File: config.mk
export PLATFORM = sky130hd
export DESIGN_NAME = mem_wr_stager
export DESIGN_NICKNAME = d
export VERILOG_FILES = /design/src/rtl/mem_wr_stager_pkg.sv /design/src/rtl/mem_wr_stager_fifo.sv /design/src/rtl/mem_wr_stager.sv
export SDC_FILE = /design/constraint.sdc
export NUM_CORES = 1
export LEC_CHECK = 0
export CORE_MARGIN = 2
export CORE_UTILIZATION = 50
export CTS_CLUSTER_SIZE = 16
export DETAILED_ROUTE_END_ITERATION = 16
export HOLD_SLACK_MARGIN = 0.15
export PLACE_DENSITY = 0.7
export SETUP_SLACK_MARGIN = 0.15
export SLEW_MARGIN = 15
export SYNTH_ARGS = -nofsm -noshare
export SYNTH_HDL_FRONTEND = slang
export SYNTH_SLANG_ARGS = --single-unit
File: constraint.sdc
create_clock -name clk -period 3.7 [get_ports clk]
set_clock_uncertainty 0.2 [all_clocks]
set_input_delay 0.555 -clock clk [delete_from_list [all_inputs] [get_ports clk]]
set_output_delay 0.555 -clock clk [all_outputs]
set_load 0.02 [all_outputs]
File: src/rtl/mem_wr_stager_pkg.sv
// Shared types and helpers for the masked register-array write stager.
package mem_wr_stager_pkg;

  localparam int unsigned ADDR_W = 2;
  localparam int unsigned DATA_W = 8;
  localparam int unsigned STAT_W = 16;

  typedef struct packed {
    logic [ADDR_W-1:0] addr;
    logic [DATA_W-1:0] data;
    logic [DATA_W-1:0] mask;
  } wr_req_t;

  // Bits with mask=1 take the new data, the rest keep the old word.
  function automatic logic [DATA_W-1:0] merge_bits(input logic [DATA_W-1:0] old_word,
                                                   input logic [DATA_W-1:0] data,
                                                   input logic [DATA_W-1:0] mask);
    return (old_word & ~mask) | (data & mask);
  endfunction

endpackage

File: src/rtl/mem_wr_stager_fifo.sv
// Request FIFO for the write stager; pointers carry an extra wrap bit to
// tell full from empty.
module mem_wr_stager_fifo
  import mem_wr_stager_pkg::*;
#(
  parameter  int unsigned DEPTH = 4,
  localparam int unsigned PTR_W = $clog2(DEPTH)
) (
  input  logic           clk,
  input  logic           rst,
  input  logic           push,
  input  wr_req_t        push_req,
  input  logic           pop,
  output wr_req_t        head_c,
  output logic           full_c,
  output logic           empty_c,
  output logic [PTR_W:0] level_c
);

  logic [PTR_W:0] wptr;
  logic [PTR_W:0] rptr;
  wr_req_t        mem [DEPTH];
  logic           do_push;
  logic           do_pop;

  assign full_c  = (wptr[PTR_W] != rptr[PTR_W]) && (wptr[PTR_W-1:0] == rptr[PTR_W-1:0]);
  assign empty_c = (wptr == rptr);
  assign level_c = wptr - rptr;
  assign head_c  = mem[rptr[PTR_W-1:0]];

  // A full FIFO refuses pushes even when it pops on the same edge.
  assign do_push = push && !full_c;
  assign do_pop  = pop && !empty_c;

  always_ff @(posedge clk or negedge rst) begin
    if (!rst) begin
      wptr <= '0;
      rptr <= '0;
    end else begin
      if (do_push) wptr <= wptr + (PTR_W+1)'(1);
      if (do_pop)  rptr <= rptr + (PTR_W+1)'(1);
    end
  end

  always_ff @(posedge clk) begin
    if (do_push) mem[wptr[PTR_W-1:0]] <= push_req;
  end

endmodule

File: src/rtl/mem_wr_stager.sv
// Masked write stager: queues bit-masked requests, merges them against a
// shadow copy of the array and drives full-word writes to the consumer.
// Optional MEM_WR_STAGER_STATS_EN adds pop and stall counters.
module mem_wr_stager
  import mem_wr_stager_pkg::*;
#(
  parameter  int unsigned DEPTH = 4,
  localparam int unsigned LVL_W = $clog2(DEPTH) + 1
) (
  input  logic              clk,
  input  logic              rst,
  input  logic              in_valid,
  output logic              in_ready,
  input  logic [ADDR_W-1:0] in_addr,
  input  logic [DATA_W-1:0] in_data,
  input  logic [DATA_W-1:0] in_mask,
  input  logic              wr_stall,
  output logic              wr_en,
  output logic [ADDR_W-1:0] wr_addr,
  output logic [DATA_W-1:0] wr_din,
  output logic [LVL_W-1:0]  level
`ifdef MEM_WR_STAGER_STATS_EN
  ,
  output logic [STAT_W-1:0] stat_writes,
  output logic [STAT_W-1:0] stat_stall
`endif
);

  localparam int unsigned WORDS = 2 ** ADDR_W;

  wr_req_t           push_req;
  wr_req_t           head;
  logic              full;
  logic              empty;
  logic              push;
  logic              pop;
  logic [DATA_W-1:0] merged;
  logic [DATA_W-1:0] shadow [WORDS];

  assign push_req = '{addr: in_addr, data: in_data, mask: in_mask};
  assign in_ready = !full;
  assign push     = in_valid && !full;
  assign pop      = !empty && !wr_stall;
  assign merged   = merge_bits(shadow[head.addr], head.data, head.mask);

  mem_wr_stager_fifo #(
    .DEPTH (DEPTH)
  ) u_fifo (
    .clk      (clk),
    .rst      (rst),
    .push     (push),
    .push_req (push_req),
    .pop      (pop),
    .head_c   (head),
    .full_c   (full),
    .empty_c  (empty),
    .level_c  (level)
  );

  // Shadow updates on the pop edge so back-to-back requests to one word chain.
  always_ff @(posedge clk or negedge rst) begin
    if (!rst) begin
      wr_en   <= 1'b0;
      wr_addr <= '0;
      wr_din  <= '0;
      for (int i = 0; i < int'(WORDS); i++) shadow[i] <= '0;
    end else begin
      wr_en <= pop;
      if (pop) begin
        wr_addr             <= head.addr;
        wr_din              <= merged;
        shadow[head.addr]   <= merged;
      end
    end
  end

`ifdef MEM_WR_STAGER_STATS_EN
  // Saturating activity counters.
  always_ff @(posedge clk or negedge rst) begin
    if (!rst) begin
      stat_writes <= '0;
      stat_stall  <= '0;
    end else begin
      if (pop && (stat_writes != '1))
        stat_writes <= stat_writes + STAT_W'(1);
      if (!empty && wr_stall && (stat_stall != '1))
        stat_stall <= stat_stall + STAT_W'(1);
    end
  end
`endif

endmodule

After elaboration in Yosys (flattened, before gate mapping)
Memories as Yosys holds them, arrays and structs flattened. Cells that the tools add are included.

Register bits: 49. Bits in latches: 0. Memory bits (writable): 72. Bits in read-only memories: 0. Bits of input ports: 22. Word-level logic and storage cells: 40. Memories: 1.

Add/sub/neg operators: 3. Multipliers: 0. Divide/modulo/power cells: 0. $lt $le $gt $ge: 2. Eq/ne operators: 3. Shift-type cells: 0. Mux-type cells: 8. Bitwise operators: 5. Reduce and logical (&&, ||, !) cells: 9.

Memories: u_fifo.mem (depth 4, bits a word 18, read ports 1, clocked after memory_dff 0, write ports 1, RTL line mem_wr_stager_fifo.sv:22) `wr_req_t mem [DEPTH];`.

Operators with widths (count): $bwmux W32 (1); $mux W8 (3); $and A8 B8 Y8 (2); $bmux W8 S2 (1); $demux W8 S2 (1); $not A8 Y8 (1); $or A8 B8 Y8 (1); $add A3 B1 Y3 const B (2); $logic_and A1 B1 Y1 (6); $eq A3 B3 Y1 (1); $ge A3 B3 Y1 const B (1); $logic_not A1 Y1 (3); $lt A3 B1 Y1 const B (1); $not A2 Y3 (1); $sub A3 B3 Y3 (1); $eq A2 B2 Y1 (1); $mux W1 (2); $ne A1 B1 Y1 (1).

Depth between registers and ports, before layout
Gate-level depths: netlist of the first run. An unclocked memory read counts as a cell.

Depth in word-level cells: 8. Mapped depth: 10. Mapped depth without buffers: 7.

Hierarchy
A second synthesis of the first run with hierarchy kept.

Cells, all modules: 334. Area total of the unflattened synthesis: 5170.0 um^2.

By module, submodules not included: mem_wr_stager_fifo (instances 1, cells each 139, area an instance 3059.2 um^2); mem_wr_stager (instances 1, cells each 195, area an instance 2110.8 um^2).

Worst setup path after synthesis of the first run
OpenSTA, ideal clock, no wires.

Path type: reg2reg. Start: register u_fifo.rptr[1]. End: memory u_fifo.mem[3][0] (netlist bit) (enable). Arrival: 2378 ps. Setup slack: 744 ps. Cell stages (with the launch flop): 8. Clock period less this slack: 2956 ps. Cell sequence: dfrtp_1 -> buf_2 -> buf_1 -> inv_1 -> ha_1 -> and2_1 -> a21boi_1 -> and2_1.

Cells in the longest elaborated chain, start to end: 7.

Ends and longest elaborated chain: from (decl) (RTL line mem_wr_stager_fifo.sv:21) `logic [PTR_W:0] rptr;`; from (signal assigned) (RTL line mem_wr_stager_fifo.sv:41) `if (do_pop) rptr <= rptr + (PTR_W+1)'(1);`; $eq A2 B2 Y1 * (RTL line mem_wr_stager_fifo.sv:26) `assign full_c = (wptr[PTR_W] != rptr[PTR_W]) && (wptr[PTR_W-1:0] == rptr[PTR_W-1:0]);`; $logic_and A1 B1 Y1 * (RTL line mem_wr_stager_fifo.sv:26); $logic_not A1 Y1 * (RTL line mem_wr_stager_fifo.sv:32, mem_wr_stager.sv:42); $logic_and A1 B1 Y1 (RTL line mem_wr_stager.sv:42) `assign push = in_valid && !full;`; $logic_and A1 B1 Y1 * (RTL line mem_wr_stager_fifo.sv:32) `assign do_push = push && !full_c;`; $mux W1 * (RTL line mem_wr_stager_fifo.sv:46) `if (do_push) mem[wptr[PTR_W-1:0]] <= push_req;`; $mux W1 (implied by the code) * (RTL line mem_wr_stager_fifo.sv:46); to (decl) (RTL line mem_wr_stager_fifo.sv:22).

Mark *: on every way between the ends. The rest lies on a longest branch, timed or not.

Worst setup path in the final report of the first run
Start: register u_fifo.rptr[1]. End: output port in_ready.

Cells in the longest elaborated chain, start to end: 3.

Ends and longest elaborated chain: $eq A2 B2 Y1 (RTL line mem_wr_stager_fifo.sv:26); $logic_and A1 B1 Y1 (RTL line mem_wr_stager_fifo.sv:26); $logic_not A1 Y1 (RTL line mem_wr_stager.sv:41) `assign in_ready = !full;`; to (decl) (RTL line mem_wr_stager.sv:13) `output logic in_ready,`.

Every way passes these cells.

==> metrics.md, run 1 <==
| Metric | Value |
|---|---|
| Synth Flop Type | `edfxtp_1` |
| H-tree depth | `4` |
| Synthesized area | `5150 um2` |
| Area occupied by multi-input gates | `between 1500 and 2000 um2` |
| CTS root buffer | `clkbuf_8` |
| Antenna cells | `0` |
| Comb power frac | `a little under two fifths` |
| DRT antenna net count | `0` |
| Worst slew margin | `53.0%` |
| Synth Warn # | `0` |
| P per Cell Area | `988 nW/um2` |
| Most common library cell in the layout ignoring fill and taps | `edfxtp_1` |
| Fillers | `759` |
| Synth cell types | `33` |
| Setup WS pre-CTS | `861 ps` |
| Worst Path Class, Setup | `flip-flop to output pin` |
| Number of enable flip-flop cells after synthesis | `between 70 and 80` |
| DRC violations left | `0` |
| Starting density of the core | `50.6%` |
| Initial DRC count | `about 110` |
| I/O pin cnt | `37` |
| Register area | `3390 um2` |
| Leakage power | `2.45 nW` |
| All-Layer GR Usage | `18.9%` |
| Die Wd | `about 110 um` |
| Vias | `around 2.9k` |
| Syn_nets | `372` |
| HP Class | `flip-flop to flip-flop` |
| Crit path DAT | `2550 ps` |
| Vias in the first global route | `about 2.9k` |
| Nets | `424` |
| Crit. End Element | `output pin` |
| Sequential-to-total area share from yosys stat | `about 66%` |
| CTS sink cnt | `121` |
| Fin. max-slew vios | `0` |
| Highest cell delay on the worst timing path | `about 720 ps` |
| Final worst setup slack | `399 ps` |
| Least-Margin Pin Slew | `700 ps` |
| Global-route wire length before repair | `15.6 mm` |
| DP Cell Count | `510` |
| Gr ovfl total | `0` |
| Critical-path maximum fanout | `12` |
| CTS clk-pin slew, worst paths | `60 ps` |
| Worst skew pair latency | `520 ps` |
| CTS tree | `done` |
| Status | `finished, final reports clean` |
| Number of iterations in the first detailed-routing pass | `4` |
| Routed WL per cell | `17.7 um` |
| Syn Area/Cell | `15.1 um2` |
| Cell row count | `37` |
| Startpoint Class | `flip-flop` |
| Worst Path Buf+Inv | `2` |
| RSZ-0062 raised after global routing | `false` |
| Non-filler instance count after layout | `543` |
| Max cap viols | `0` |
| Clk pwr share | `28.5%` |
| #FFs+latches synth | `121` |
| Antenna violations before repair | `0` |
| Peak Freq | `303 MHz` |
| Syn Inst Count | `between 300 and 400` |
| Seq pwr share | `about a third` |
| Fraction of layout cells with a size suffix above 1 | `18.2%` |
| Routability Congestion | `approximately 0.74` |
| Setup repair bufs after CTS | `0` |
| Hold WS | `273 ps` |
| Total power | `6.23 mW` |
| Async SR Flop Fraction | `40.5%` |
| Port Buffer Count | `36` |
| Crit-path cells | `inv_1 -> ha_1 -> and2_1 -> nand2_1 -> clkdlybuf4s50_1` |
| Cts bufs inserted | `17` |
| Endpoints failing hold | `0` |
| Die Area | `11100 um2` |
| Post-route minimum period | `3300 ps` |
| Sw power | `~2.1 mW` |
| CP required | `2940 ps` |
| Maximum VDD drop | `between 500 and 600 uV` |
| Via density | `roughly 5.3` |
| Largest net degree at the start of global routing | `50` |
| Core area | `10200 um2` |
| Final Cycle Share | `between 80 and 90%` |
| CTS Buffer Depth | `2` |
| Die Ht | `106 um` |
| TNS Setup | `0 ps` |
| Area grow syn2layout | `22.4%` |
| DP HPWL | `~6.0 mm` |
| Slowest-stage cell, CP | `dfrtp_1` |
| CP delay by family, top | `flip-flops` |
| Routed WL | `9.60 mm` |
| Int Pwr | `4.08 mW` |
| Final setup violation count | `0` |
| Most frequent cells in the layout | `edfxtp_1, dfrtp_1, nand2_1, clkdlybuf4s50_1, o21ai_0` |
| Switch share | `34.5%` |
[synthesized netlist by cell type (2+ instances only)]
library cell  number  area, um2
mux2i_1           17        170
buf_4              2       15.0
a21oi_1            3       15.0
buf_6              2       22.5
mux4_2            12        270
mux2_2            19        214
ha_1               7       87.6
inv_1             22       82.6
edfxtp_1          72       2160
nor3_1             7       35.0
dfrtp_1           49       1230
clkbuf_1           2       7.51
xnor2_1            5       43.8
nor3b_1            9       67.6
nand2_1           39        146
clkbuf_8           2       27.5
mux4_1             6        158
buf_2              3       15.0
nand2b_1           7       43.8
buf_1              3       11.3
xor2_1             2       17.5
o31ai_1            7       52.6
o21ai_0           31        155
and2_1             5       31.3
[kinds of logic after synthesis]
| family | Yosys count | share of synthesized area, % |
|---|---|---|
| muxes | 54 | 15.8 |
| AOI/OAI and AO/OA | 45 | 4.98 |
| xor gates and xnor gates | 7 | 1.19 |
| buffers and inverters | 36 | 3.52 |
| DFF | 121 | 65.8 |
| adders and majority gates | 8 | 2.09 |
| and+or+nand+nor | 71 | 6.70 |
[flip-flops by register name (all words and copies together) (netlist names)]
| register | count |
|---|---|
| u_fifo.rptr | 3 |
| wr_addr | 2 |
| wr_din | 8 |
| shadow | 32 |
| wr_en | 1 |
| u_fifo.wptr | 3 |
| u_fifo.mem | 72 |
[per-layer routing]
| metal | GRT usage, % | share of wire (%) | vias to the layer above | routed length, um |
|---|---|---|---|---|
| met5 | 0 | 0 | - | 0 |
| met4 | 7.14 | 1.5 | 0 | 148 |
| met1 | 25.8 | 47 | 1459 | 4510 |
| li1 | - | - | 1362 | - |
| met2 | 28.7 | 48 | 52 | 4630 |
| met3 | 5.94 | 3.3 | 18 | 315 |
[metrics by stage]
step                instance area, um2  utilization, %
floorplan                         5150               -
finish                            6300            61.9
CTS                               6300            61.9
detailed placement                5650            55.5
global route                      6300            61.9
global placement                  5650            55.5
[layout make-up]
| class | count | area share [%] |
|---|---|---|
| Clock buffer | 17 | 6.57 |
| Clock inverter | 15 | 3.55 |
| Inverter | 22 | 1.31 |
| Multi-Input combinational cell | 185 | 25.1 |
| Sequential cell | 121 | 53.7 |
| Tap cell | 136 | 2.70 |
| Timing Repair Buffer | 47 | 7.03 |
[power groups by stage]
| stage | clock [mW] | sequential [mW] | combinational [mW] |
|---|---|---|---|
| final | 1.78 | 2.15 | 2.31 |
| after global routing | 1.86 | 2.20 | 2.55 |
| after CTS | 1.80 | 2.15 | 2.33 |
| after detailed placement | 0 | 2.17 | 2.31 |
| after global placement | 0 | 2.15 | 2.29 |
| after floorplan | 0 | 2.15 | 1.64 |
[worst register-to-register path, stage by stage (launching register included)]
cell,delay [ps]
dfrtp_1,720
inv_1,120
ha_1,320
nand2_1,70
o21ai_1,560
buf_4,290
inv_1,240
nand2_1,140
o21ai_0,90
[what timing repair did]
action,CTS,global route
endpoints found under the hold margin,49,0
hold buffers,1,0
gates resized for setup,0,0
[final timing paths]
path                                 from              to  slack, ps  depth (start not counted)
max                        u_fifo.rptr[1]        in_ready        400                          5
min                            wr_addr[0]      wr_addr[0]        270                          2
max reg2reg                u_fifo.rptr[1]  u_fifo.rptr[1]        810                          8
min reg2reg                    wr_addr[0]      wr_addr[0]        270                          2
max in group asynchronous             rst      shadow[28]       2480                          2
min in group asynchronous             rst           wr_en        400                          2
Power figures use the tool's default switching activity.
==> inputs of run 2 (changes only) <==
--- a/config.mk
+++ b/config.mk
@@ -15,4 +15,5 @@
 export SLEW_MARGIN = 15
 export SYNTH_ARGS = -nofsm -noshare
 export SYNTH_HDL_FRONTEND = slang
+export SYNTH_HIERARCHICAL = 1
 export SYNTH_SLANG_ARGS = --single-unit
==> run 2 against run 1 <==
Hold slack about the same. Via count down 0.76%. Highest routed layer unchanged. Global-route usage is 0.75 points lower. Maximum frequency increased by 4.1%. Sequential power is essentially flat. Critical endpoint is now level[2]. Final cell count decreased by 1.5%. First-iteration DRC count up 16%. Largest cell class unchanged.
==> metrics.md, run 2 <==
| Metric | Value |
|---|---|
| Cells on worst reg2reg path | `8 (unchanged)` |
| Cell row count | `37 (unchanged)` |
| Starting density of the core | `50.8% (was 50.6%)` |
| Endpoints failing hold | `0 (unchanged)` |
| DRT antenna net count | `0 (unchanged)` |
| Worst Path Class, Setup | `flip-flop to output pin (unchanged)` |
| CTS Buffer Depth | `2 (unchanged)` |
| Synthesized area | `5170 um2 (was 5150 um2)` |
| Routed WL per cell | `17.0 um (was 17.7 um)` |
| H-tree depth | `4 (unchanged)` |
| Routed WL | `9.08 mm (was 9.60 mm)` |
| Crit path DAT | `2420 ps (was 2550 ps)` |
| Most frequent cells in the layout | `edfxtp_1, nand2_1, dfrtp_1, clkdlybuf4s50_1 (was edfxtp_1, dfrtp_1, nand2_1, clkdlybuf4s50_1, o21ai_0)` |
| Routability Congestion | `0.736 (was 0.739)` |
| Status | `finished, final reports clean (unchanged)` |
| Number of flip-flops under the largest register name | `72 (unchanged)` |
| Area grow syn2layout | `20.4% (was 22.4%)` |
| RSZ-0062 raised after global routing | `false (unchanged)` |
| Die Area | `11200 um2 (was 11100 um2)` |
| Number of iterations in the first detailed-routing pass | `4 (unchanged)` |
| Min-Delay Path Depth | `2 (unchanged)` |
| Largest net degree at the start of global routing | `27 (was 50)` |
| Peak Freq | `315 MHz (was 303 MHz)` |
| Nets | `416 (was 424)` |
| P per Cell Area | `971 nW/um2 (was 988 nW/um2)` |
| CTS clk-pin slew, worst paths | `60 ps (about the same)` |
| Via density | `5.36 (was 5.32)` |
| Gr ovfl total | `0 (unchanged)` |
| Max cap viols | `0 (unchanged)` |
| Vias | `2869 (was 2891)` |
| Syn Inst Count | `334 (was 342)` |
| Critical-path maximum fanout | `6 (was 12)` |
| HP Class | `flip-flop to flip-flop (unchanged)` |
| DP HPWL | `5.95 mm (was 5.99 mm)` |
| Final setup violation count | `0 (unchanged)` |
| Crit. End Element | `output pin (unchanged)` |
| Synth cell types | `35 (was 33)` |
| Worst slew margin | `52.0% (was 53.0%)` |
| Cts bufs inserted | `17 (unchanged)` |
| #FFs+latches synth | `121 (unchanged)` |
| Die Wd | `106 um (about the same)` |
| Final Cycle Share | `85.7% (was 89.2%)` |
| TNS Setup | `0 ps (unchanged)` |
| Fin. max-slew vios | `0 (unchanged)` |
| Worst skew pair latency | `500 ps (was 520 ps)` |
| DRC violations left | `0 (unchanged)` |
| Global-route wire length before repair | `15.2 mm (was 15.6 mm)` |
| Most common library cell in the layout ignoring fill and taps | `edfxtp_1 (unchanged)` |
| Total power | `6.05 mW (was 6.23 mW)` |
| CTS root buffer | `clkbuf_8 (unchanged)` |
| All-Layer GR Usage | `18.2% (was 18.9%)` |
| CTS sink cnt | `121 (unchanged)` |
| Highest cell delay on the worst timing path | `620 ps (was 720 ps)` |
| Antenna violations before repair | `0 (unchanged)` |
| Least-Margin Pin Slew | `716 ps (was 700 ps)` |
| Post-cts sizing count | `0 (unchanged)` |
| Initial DRC count | `132 (was 114)` |
| Syn_nets | `364 (was 372)` |
| Post-route minimum period | `3170 ps (was 3300 ps)` |
| Yosys top cell area share | `41.8% (was 42.0%)` |
| CP required | `2940 ps (about the same)` |
| Area leader, netlist | `edfxtp_1 (unchanged)` |
| Die Ht | `106 um (about the same)` |
| Sequential-to-total area share from yosys stat | `65.5% (was 65.8%)` |
| Top post-synthesis cells by count | `edfxtp_1, nand2_1, dfrtp_1 (was edfxtp_1, dfrtp_1, nand2_1)` |
| R2R setup slack | `880 ps (was 810 ps)` |
| Port Buffer Count | `36 (unchanged)` |
| Async SR Flop Fraction | `40.5% (unchanged)` |
| Vias in the first global route | `2933 (was 2928)` |
| Count leader, synth | `edfxtp_1 (unchanged)` |
| Core area | `10200 um2 (unchanged)` |
| Most area-consuming cells after synthesis | `edfxtp_1, dfrtp_1, mux4_2 (unchanged)` |
| Startpoint Class | `flip-flop (unchanged)` |
| Maximum VDD drop | `446 uV (was 549 uV)` |
| Synth Flop Type | `edfxtp_1 (unchanged)` |
| Leakage power | `2.42 nW (was 2.45 nW)` |
| Crit-path cells | `buf_4 -> ha_1 -> inv_1 -> fa_1 -> xnor2_1 -> clkdlybuf4s50_1 (was inv_1 -> ha_1 -> and2_1 -> nand2_1 -> clkdlybuf4s50_1)` |
| Synth Warn # | `6 (was 0)` |
| Slowest-stage cell, CP | `clkdlybuf4s50_1 (was dfrtp_1)` |
| I/O pin cnt | `37 (unchanged)` |
| Fraction of layout cells with a size suffix above 1 | `23.6% (was 18.2%)` |
| Number of enable flip-flop cells after synthesis | `72 (unchanged)` |
| Syn Area/Cell | `15.5 um2 (was 15.1 um2)` |
| Antenna cells | `0 (unchanged)` |
| CTS tree | `done (unchanged)` |
| Layout Utilization | `61.1% (was 61.9%)` |
## run 2: cell count changes in the layout (fill, tap and decap cells not counted), sizes merged, moves of 5 or more
cell	before	now
nor2b	1	9
o22ai	0	8
nor3b	9	0
and2	5	0
o21ai	31	19
a2111oi	0	8
nor3	7	0
nand2b	7	1
mux2	19	27
inv	32	21
nand2	39	51
mux2i	17	1
or2b	0	7
## run 2: logic make-up after synthesis
family          synth area share [%]
fa+ha+maj                       2.08
mux                             14.6
compound gates                  5.71
simple gates                    7.99
xor+xnor                       0.823
buf+inv                         3.22
flops                           65.5
## run 2: what timing repair did
| action | in CTS | in global routing |
|---|---|---|
| endpoints found under the setup margin | 0 | 0 |
| hold buffers | 1 | 0 |
| buffers inserted | 0 | 0 |
| hold endpoints to repair | 23 | 0 |
## run 2: area by class of cell
type,count,area [um2]
clock buffer,19,422
inverter,18,67.6
clock inverter,13,123
sequential,121,3390
tap,136,170
timing repair buffer,47,440
multi-input combinational,181,1620
fill,775,3960
## run 2: worst max-delay path: cells and delay by family (launching register included)
family,cells,cell delay [ps]
DFF,1,380
buffers and inverters,3,860
xor gates and xnor gates,1,160
adders and majority gates,2,520
## run 2: metal layers
| metal | global-route usage [%] | vias up | part of all wire (%) |
|---|---|---|---|
| met5 | 0 | - | 0 |
| met4 | 7.05 | 0 | 0.88 |
| met3 | 4.82 | 6 | 3.4 |
| met2 | 28.3 | 51 | 50 |
| met1 | 24.7 | 1465 | 46 |
| li1 | - | 1347 | - |
## run 2: worst paths after layout
path	startpoint	endpoint
hold / removal	shadow[4]	shadow[4]
hold reg to reg	shadow[4]	shadow[4]
min in group asynchronous	rst	shadow[21]
setup reg to reg	u_fifo/rptr[0]	u_fifo/rptr[1]
max in group asynchronous	rst	wr_din[0]
setup / recovery	u_fifo/rptr[0]	level[2]
## run 2: per-stage QoR
stage / hold WS [ps] / setup slack (ps) / area, um2 / instances
2_1_floorplan: 59.4 / 980 / 5170 / 334
5_1_grt: 304 / 422 / 6230 / 535
3_5_place_dp: 265 / 909 / 5670 / 502
3_3_place_gp: 255 / 965 / 5670 / 502
6_report: 274 / 529 / 6230 / 535
4_1_cts: 278 / 487 / 6230 / 535
## run 2: power by group
part | switching (mW) | internal (mW)
logic | 1.32 | 1.11
clock network | 0.593 | 0.895
registers | 0.193 | 1.93
